$ cat src/rtl/sysid_pkg.sv
// sysid_pkg: register map, CAPS/CTRL bit positions and byte-merge helper for sysid_regbank.
package sysid_pkg;
    typedef enum logic [2:0] {
        REG_SYSTEM_ID,
        REG_BUILD_TS,
        REG_CAPS,
        REG_SCRATCH,
        REG_UPTIME_LO,
        REG_UPTIME_HI,
        REG_CTRL,
        REG_RSVD
    } reg_addr_e;

    localparam int CAPS_UPTIME_BIT = 0;
    localparam int CAPS_VERSION_LSB = 8;
    localparam int CTRL_CLEAR_BIT = 0;
    localparam int CTRL_FREEZE_BIT = 1;

    function automatic logic [31:0] byte_merge(logic [31:0] old, logic [31:0] wd, logic [3:0] be);
        logic [31:0] r;
        r = old;
        for (int i = 0; i < 4; i++)
            if (be[i]) r[8*i+:8] = wd[8*i+:8];
        return r;
    endfunction
endpackage

$ cat src/rtl/sysid_regbank_if.sv
// sysid_regbank_if: Avalon-MM slave bus (no waitrequest, fixed 1-cycle read latency).
interface sysid_regbank_if;
    logic [2:0] address;
    logic read;
    logic write;
    logic [31:0] writedata;
    logic [3:0] byteenable;
    logic [31:0] readdata;
    logic readdatavalid;
    modport master(output address, read, write, writedata, byteenable, input readdata, readdatavalid);
    modport slave(input address, read, write, writedata, byteenable, output readdata, readdatavalid);
endinterface

$ cat src/rtl/sysid_uptime_ctr.sv
// sysid_uptime_ctr: 64-bit free-running uptime counter; clear wins over increment, freeze holds.
module sysid_uptime_ctr (
    input  logic clock,
    input  logic reset_n,
    input  logic clear,
    input  logic freeze,
    output logic [63:0] count
);
    always_ff @(posedge clock or negedge reset_n)
        if (!reset_n) count <= '0;
        else if (clear) count <= '0;
        else if (!freeze) count <= count + 64'd1;
endmodule

$ cat src/rtl/sysid_regbank.sv
// sysid_regbank: system ID / build info / scratch register bank on Avalon-MM.
// Optional uptime counter, shadow and CTRL are built only with SYSID_UPTIME_EN defined.
module sysid_regbank
    import sysid_pkg::*;
#(
    parameter logic [31:0] SYSTEM_ID = 32'h0000_0000,
    parameter logic [31:0] BUILD_TIMESTAMP = 32'h0000_0000,
    parameter logic [7:0]  VERSION = 8'h01,
    parameter logic [31:0] SCRATCH_RST = 32'h0000_0000
) (
    input logic clock,
    input logic reset_n,
    sysid_regbank_if.slave bus
);
    logic [31:0] scratch;
    logic [31:0] caps;
    logic [31:0] rd_mux;
    logic [31:0] up_lo;
    logic [31:0] up_hi;
    logic [31:0] ctrl_rd;
    logic cap_up;

`ifdef SYSID_UPTIME_EN
    logic [63:0] count;
    logic [31:0] shadow;
    logic freeze;
    logic ctrl_wr;
    logic clear;
    assign ctrl_wr = bus.write && bus.address == REG_CTRL;
    assign clear = ctrl_wr && bus.writedata[CTRL_CLEAR_BIT];
    sysid_uptime_ctr u_ctr (
        .clock(clock),
        .reset_n(reset_n),
        .clear(clear),
        .freeze(freeze),
        .count(count)
    );
    // Latching the high word on a low-word read gives software a tear-free 64-bit snapshot.
    always_ff @(posedge clock or negedge reset_n)
        if (!reset_n) begin
            shadow <= '0;
            freeze <= 1'b0;
        end else begin
            if (bus.read && bus.address == REG_UPTIME_LO) shadow <= count[63:32];
            if (ctrl_wr) freeze <= bus.writedata[CTRL_FREEZE_BIT];
        end
    assign up_lo = count[31:0];
    assign up_hi = shadow;
    assign ctrl_rd = 32'(freeze) << CTRL_FREEZE_BIT;
    assign cap_up = 1'b1;
`else
    assign up_lo = '0;
    assign up_hi = '0;
    assign ctrl_rd = '0;
    assign cap_up = 1'b0;
`endif

    always_comb begin
        caps = '0;
        caps[CAPS_VERSION_LSB+:8] = VERSION;
        caps[CAPS_UPTIME_BIT] = cap_up;
        rd_mux = '0;
        case (bus.address)
            REG_SYSTEM_ID: rd_mux = SYSTEM_ID;
            REG_BUILD_TS:  rd_mux = BUILD_TIMESTAMP;
            REG_CAPS:      rd_mux = caps;
            REG_SCRATCH:   rd_mux = scratch;
            REG_UPTIME_LO: rd_mux = up_lo;
            REG_UPTIME_HI: rd_mux = up_hi;
            REG_CTRL:      rd_mux = ctrl_rd;
            default:       rd_mux = '0;
        endcase
    end

    always_ff @(posedge clock or negedge reset_n)
        if (!reset_n) scratch <= SCRATCH_RST;
        else if (bus.write && bus.address == REG_SCRATCH)
            scratch <= byte_merge(scratch, bus.writedata, bus.byteenable);

    // Read data is captured from pre-edge state, so a same-cycle write is not visible yet.
    always_ff @(posedge clock or negedge reset_n)
        if (!reset_n) begin
            bus.readdata <= '0;
            bus.readdatavalid <= 1'b0;
        end else begin
            bus.readdata <= bus.read ? rd_mux : '0;
            bus.readdatavalid <= bus.read;
        end
endmodule

$ cat src/flat_wrapper.sv
// flat-port wrapper written by rule: the top's interface ports become plain ports
module sysid_regbank_flat import sysid_pkg::*;
#(
    parameter logic [31:0] SYSTEM_ID = 32'h0000_0000,
    parameter logic [31:0] BUILD_TIMESTAMP = 32'h0000_0000,
    parameter logic [7:0]  VERSION = 8'h01,
    parameter logic [31:0] SCRATCH_RST = 32'h0000_0000
)
  (clock, reset_n, bus_address, bus_read, bus_write, bus_writedata, bus_byteenable, bus_readdata, bus_readdatavalid);
  sysid_regbank_if bus_i ();
  input logic clock;
  input logic reset_n;
  input wire logic [$bits(bus_i.address)-1:0] bus_address;
  input wire logic [$bits(bus_i.read)-1:0] bus_read;
  input wire logic [$bits(bus_i.write)-1:0] bus_write;
  input wire logic [$bits(bus_i.writedata)-1:0] bus_writedata;
  input wire logic [$bits(bus_i.byteenable)-1:0] bus_byteenable;
  output wire logic [$bits(bus_i.readdata)-1:0] bus_readdata;
  output wire logic [$bits(bus_i.readdatavalid)-1:0] bus_readdatavalid;
  assign bus_i.address = bus_address;
  assign bus_i.read = bus_read;
  assign bus_i.write = bus_write;
  assign bus_i.writedata = bus_writedata;
  assign bus_i.byteenable = bus_byteenable;
  assign bus_readdata = bus_i.readdata;
  assign bus_readdatavalid = bus_i.readdatavalid;
  sysid_regbank #(.SYSTEM_ID(SYSTEM_ID), .BUILD_TIMESTAMP(BUILD_TIMESTAMP), .VERSION(VERSION), .SCRATCH_RST(SCRATCH_RST)) u_core (.clock(clock), .reset_n(reset_n), .bus(bus_i));
endmodule
$ cat config.mk
export PLATFORM = sky130hd
export DESIGN_NAME = sysid_regbank_flat
export DESIGN_NICKNAME = d
export VERILOG_FILES = /design/src/rtl/sysid_pkg.sv /design/src/rtl/sysid_regbank_if.sv /design/src/rtl/sysid_uptime_ctr.sv /design/src/rtl/sysid_regbank.sv /design/src/flat_wrapper.sv
export SDC_FILE = /design/constraint.sdc
export NUM_CORES = 1
export LEC_CHECK = 0
export ABC_AREA = 1
export BUFFER_PORTS_ARGS = -buffer_cell sky130_fd_sc_hd__buf_2
export CAP_MARGIN = 20
export CORE_MARGIN = 10
export CORE_UTILIZATION = 25
export CTS_BUF_LIST = sky130_fd_sc_hd__clkbuf_4 sky130_fd_sc_hd__clkbuf_8
export CTS_CLUSTER_SIZE = 14
export DETAILED_ROUTE_END_ITERATION = 12
export GPL_ROUTABILITY_DRIVEN = 1
export HOLD_SLACK_MARGIN = 0.02
export MAX_ROUTING_LAYER = met4
export PLACE_DENSITY_LB_ADDON = 0.12
export SLEW_MARGIN = 5
export SYNTH_ARGS = -nofsm -noshare
export SYNTH_HDL_FRONTEND = slang
export SYNTH_SLANG_ARGS = --single-unit
$ cat constraint.sdc
create_clock -name clock -period 0.8 [get_ports clock]
set_input_delay 0.12 -clock clock [delete_from_list [all_inputs] [get_ports clock]]
set_output_delay 0.12 -clock clock [all_outputs]
set_load 0.01 [all_outputs]
=== Word level (Yosys, flattened, before mapping) ===
Index checks and enable logic that the tools add are counted.

* Memory bits (writable): 0
* Logic and storage cells: 15
* Memories kept: 0
* Bits in latches: 0
* Bits in registers: 65
* Memory bits (read-only): 0
* Input port bits: 43
* Output and inout port bits: 33

* Shift operators: 0
* Magnitude comparators: 0
* Bitwise operators: 0
* Multiply operators: 0
* Reductions and logical operators: 5
* Add/sub/neg operators: 0
* Div/mod/pow operators: 0
* Mux-type cells: 2
* Equality and inequality tests: 2

{| class="wikitable"
|+ Operator list
! operator !! count
|-
| $pmux W32 S2 || 1
|-
| $mux W32 || 1
|-
| $reduce_and A2 Y1 || 4
|-
| $eq A3 B2 Y1 const B || 2
|-
| $logic_and A1 B1 Y1 || 1
|}

=== Depth between registers and ports, before layout ===
* Depth in word-level cells: 3
* Depth in mapped cells: 6
* Depth with buffers taken out: 5

=== Worst setup path after synthesis ===
OpenSTA, ideal clock, no wires.

* Path type: in2reg
* Start point: in bus_byteenable[0]
* End point: reg u_core.scratch[0]
* Slack: 79 ps
* Data arrival time: 603 ps
* Library setup time: 118 ps
* Buffers on the path: 1
* Cell stages on the path: 4
* Required time: 682 ps
* Cells stage by stage: buf_2 nand3_1 nand2_1 nand2_1

* Longest elaborated chain between the ends: 1

{| class="wikitable"
|+ RTL lines
! element !! line !! source
|-
| start: declaration || flat_wrapper.sv:17 || <nowiki>input wire logic [$bits(bus_i.byteenable)-1:0] bus_byteenable;</nowiki>
|-
| $reduce_and A2 Y1 (no source line) || - ||
|-
| end signal: assignment || sysid_regbank.sv:78 || <nowiki>scratch <= byte_merge(scratch, bus.writedata, bus.byteenable);</nowiki>
|-
| end: declaration || sysid_regbank.sv:15 || <nowiki>logic [31:0] scratch;</nowiki>
|}

No other way between the ends.
A chain may end at the register's enable or synchronous reset.

=== Worst setup path in the final report ===
* Start point: reg u_core.bus.readdata[14]
* End point: out bus_readdata[14]

{| class="wikitable"
|+ RTL lines
! element !! line !! source
|-
| start: declaration || sysid_regbank_if.sv:11 || <nowiki>modport slave(input address, read, write, writedata, byteenable, output readdata, readdatavalid);</nowiki>
|-
| start signal: assignment || sysid_regbank.sv:86 || <nowiki>bus.readdata <= bus.read ? rd_mux : '0;</nowiki>
|-
| end: declaration || flat_wrapper.sv:18 || <nowiki>output wire logic [$bits(bus_i.readdata)-1:0] bus_readdata;</nowiki>
|}

No word-level cell between the ends.

==> qor.yml <==
synth:
  synthCells: 248
  synth_nets: 291
  synth_top_area_cell: "dfrtp_1"
  syn_area_um2: 2390
  ys_ff_latch: 65
  synth_edf_count: 0
  ys_warn_count: 0
  synth-compound-area-share_pct: 0.209
  synth_cell_type_count: 10
  synthAdderAreaFrac_pct: 0
  yosysMostFrequentCell: "nand2_1"
  async_flop_share_pct: 100
  yosysSeqAreaShare_pct: 68.0
  synthSimpleGateAreaFrac_pct: 23.9
  synthTopCellsByArea: "dfrtp_1 68%, nand2_1 11%, nand3_1 7.7%"
  ys_top_cells_by_count: "67 x nand2_1, 65 x dfrtp_1, 37 x nand3_1"
  synth_top_family_by_area: "simple AND/OR/NAND/NOR gates"
  synth-xor-area-share_pct: 0
  syn_avg_cell_area_um2: 9.64
  synthMuxAreaShare_pct: 0
  synth_top_area_share_pct: 68.0
  synth_top_flop_cell: "dfrtp_1"
finish:
  drive_above_1_share_pct: 29.0
  finish.net_count: 415
  syn2layout_area_growth_pct: 49.2
  num_antenna_cells: 0
detailed_routing:
  drt-wirelength-per-cell_um: 12.8
  final_antenna_net_count: 0
  routed_wl_um: 6470
  drc: 0
  drt_iter0_drc: 69
  dr_total_vias: 1942
  first_pass_iters: 4
  via_per_inst: 3.85
worst_hold_path:
  hold_path_startpoint: "bus_writedata[27]"
  hold_class: "in2reg"
worst_setup_path:
  crit_type: "reg2out"
  worstPathCellList: "buf_2"
  cp_slowest_stage_delay_ps: 380
  slowest_stage: "dfrtp_1"
  worst-path-buf-inv: 1
  worstPathRequired_ps: 680
  endpoint_kind: "output pin"
  cp_max_fo: 1
  startpoint: "u_core.bus.readdata[14]"
  r2r-start: "u_core.scratch[1]"
  cpLargestDelayFamily: "flip-flops"
  arrival_ps: 850
  critPathLaunchType: "register"
sta:
  rsz0062_at_grt: "yes"
  period_minus_slack_ps: 969
  hold_violations: 0
  clock.fmax_mhz: 1030
  period_share_pct: 121
  drv_slew: 0
  fin_ws_ps: -169
  maxSlewHeadroom_pct: 82.0
  setup_violations: 33
  tns_ps: -4790
  skew_ps: 5.04
  worst_slew_pin_slew_ps: 270
clock_network:
  clock_path_buffers: 2
  cts.sinks: 65
  cts_root_buffer: "clkbuf_8"
  cts_tree: "built"
  cts_made_buffers: 9
  clock_latency_ps: 330
  clkTransAtPathRegs_ps: 70
  cts_setup_buffers: 0
  htreeDepth: 3
global_route:
  overflow: 0
  grt.total_usage_pct: 10.1
  first_global_vias: 2151
  antenna_found_initial: 0
  grt_max_degree: 23
  grt_pass1_wl_um: 10900
run_status:
  status: "finished, violations left"
  violations: "setup timing"
pwr:
  p_leak_uw: 0.00197
  power.density_nw_per_um2: 2010
  irDropWorstVdd_mv: 0.584
floorplanning:
  die_area_um2: 13900
  coreArea_um2: 9280
  rows: 35
  die_y_um: 118
  io-pin-count: 76
  chipWidth_um: 118
  initial_core_util_pct: 25.8
place:
  routabilityCongestion: 0.674
  io_buffers: 75
  dp_slack_ps: -173
  dpl.hpwl_um: 4640
flow_run:
  max_cap_violations: 0
==> metrics by stage <==
step                total power (µW)  hold WS [ps]  util, %  cells  area [µm²]
floorplan                       4300          -176        -    248        2390
global placement                4700          24.6     32.9    459        3060
detailed placement              4710          18.6     32.9    459        3060
CTS                             7350          30.3     38.2    505        3540
global route                    7680          48.0     38.4    505        3570
finish                          7180          50.2     38.4    505        3570
==> logic make-up after synthesis <==
group	count (synthesis)
buffers and inverters	45
AO/OA/AOI/OAI	1
flip-flops	65
AND/OR/NAND/NOR	137
==> final cells by class <==
class | instances | area (µm²)
Clock buffer | 12 | 153
Clock inverter | 3 | 17.5
Fill cell | 1004 | 5720
Inverter | 35 | 131
Multi-Input combinational cell | 138 | 581
Sequential cell | 65 | 1630
Tap cell | 129 | 161
Timing Repair Buffer | 123 | 897
==> layout by cell type, fill, tap and decap left out, drive strengths merged <==
cell	netlist	final
clkinvlp	0	1
dlygate4sd3	0	31
inv	35	35
dfrtp	65	65
clkbuf	0	12
nand3	37	37
nand2	67	67
clkinv	0	2
buf	10	92
nor2	33	33
a21oi	1	1
==> metal layers <==
metal,track usage (%),vias to the layer above,share of wire (%)
met3,3.74,5,5.0
met2,15.3,47,47
met5,-,-,0
met4,3.94,0,1.1
met1,12.0,896,47
li1,-,994,-
==> timing repair <==
| action | 4_1_cts | 5_1_grt |
|---|---|---|
| hold buffers | 31 | 0 |
| hold endpoints to repair | 95 | 0 |
| setup endpoints to repair | 33 | 33 |
| resized for setup | 1 | 4 |
| pin swaps | 0 | 0 |
==> worst reg2reg max path, stage by stage, from the launching register on <==
cell and delay [ps]:
dfrtp_1 390, nand2_1 70, nand2_1 50
==> path summary, 6_finish.rpt <==
kind,to,slack (ps),depth (start not counted)
max,bus_readdata[14],-170,1
min,u_core.scratch[27],50,3
min reg2reg,u_core.scratch[6],470,2
max in group asynchronous,u_core.bus.readdata[12],180,3
min in group asynchronous,u_core.bus.readdata[17],200,2
max reg2reg,u_core.scratch[1],180,2
==> registers in the layout, indices dropped and copies added (netlist names) <==
| name | count |
|---|---|
| u_core.bus.readdata | 32 |
| u_core.bus.readdatavalid | 1 |
| u_core.scratch | 32 |
==> power breakdown <==
part / internal [µW] / switching, µW
sequential: 3650 / 178
clock: 1250 / 1180
combinational: 448 / 476
Note: power is estimated with default switching activity, not from simulation.
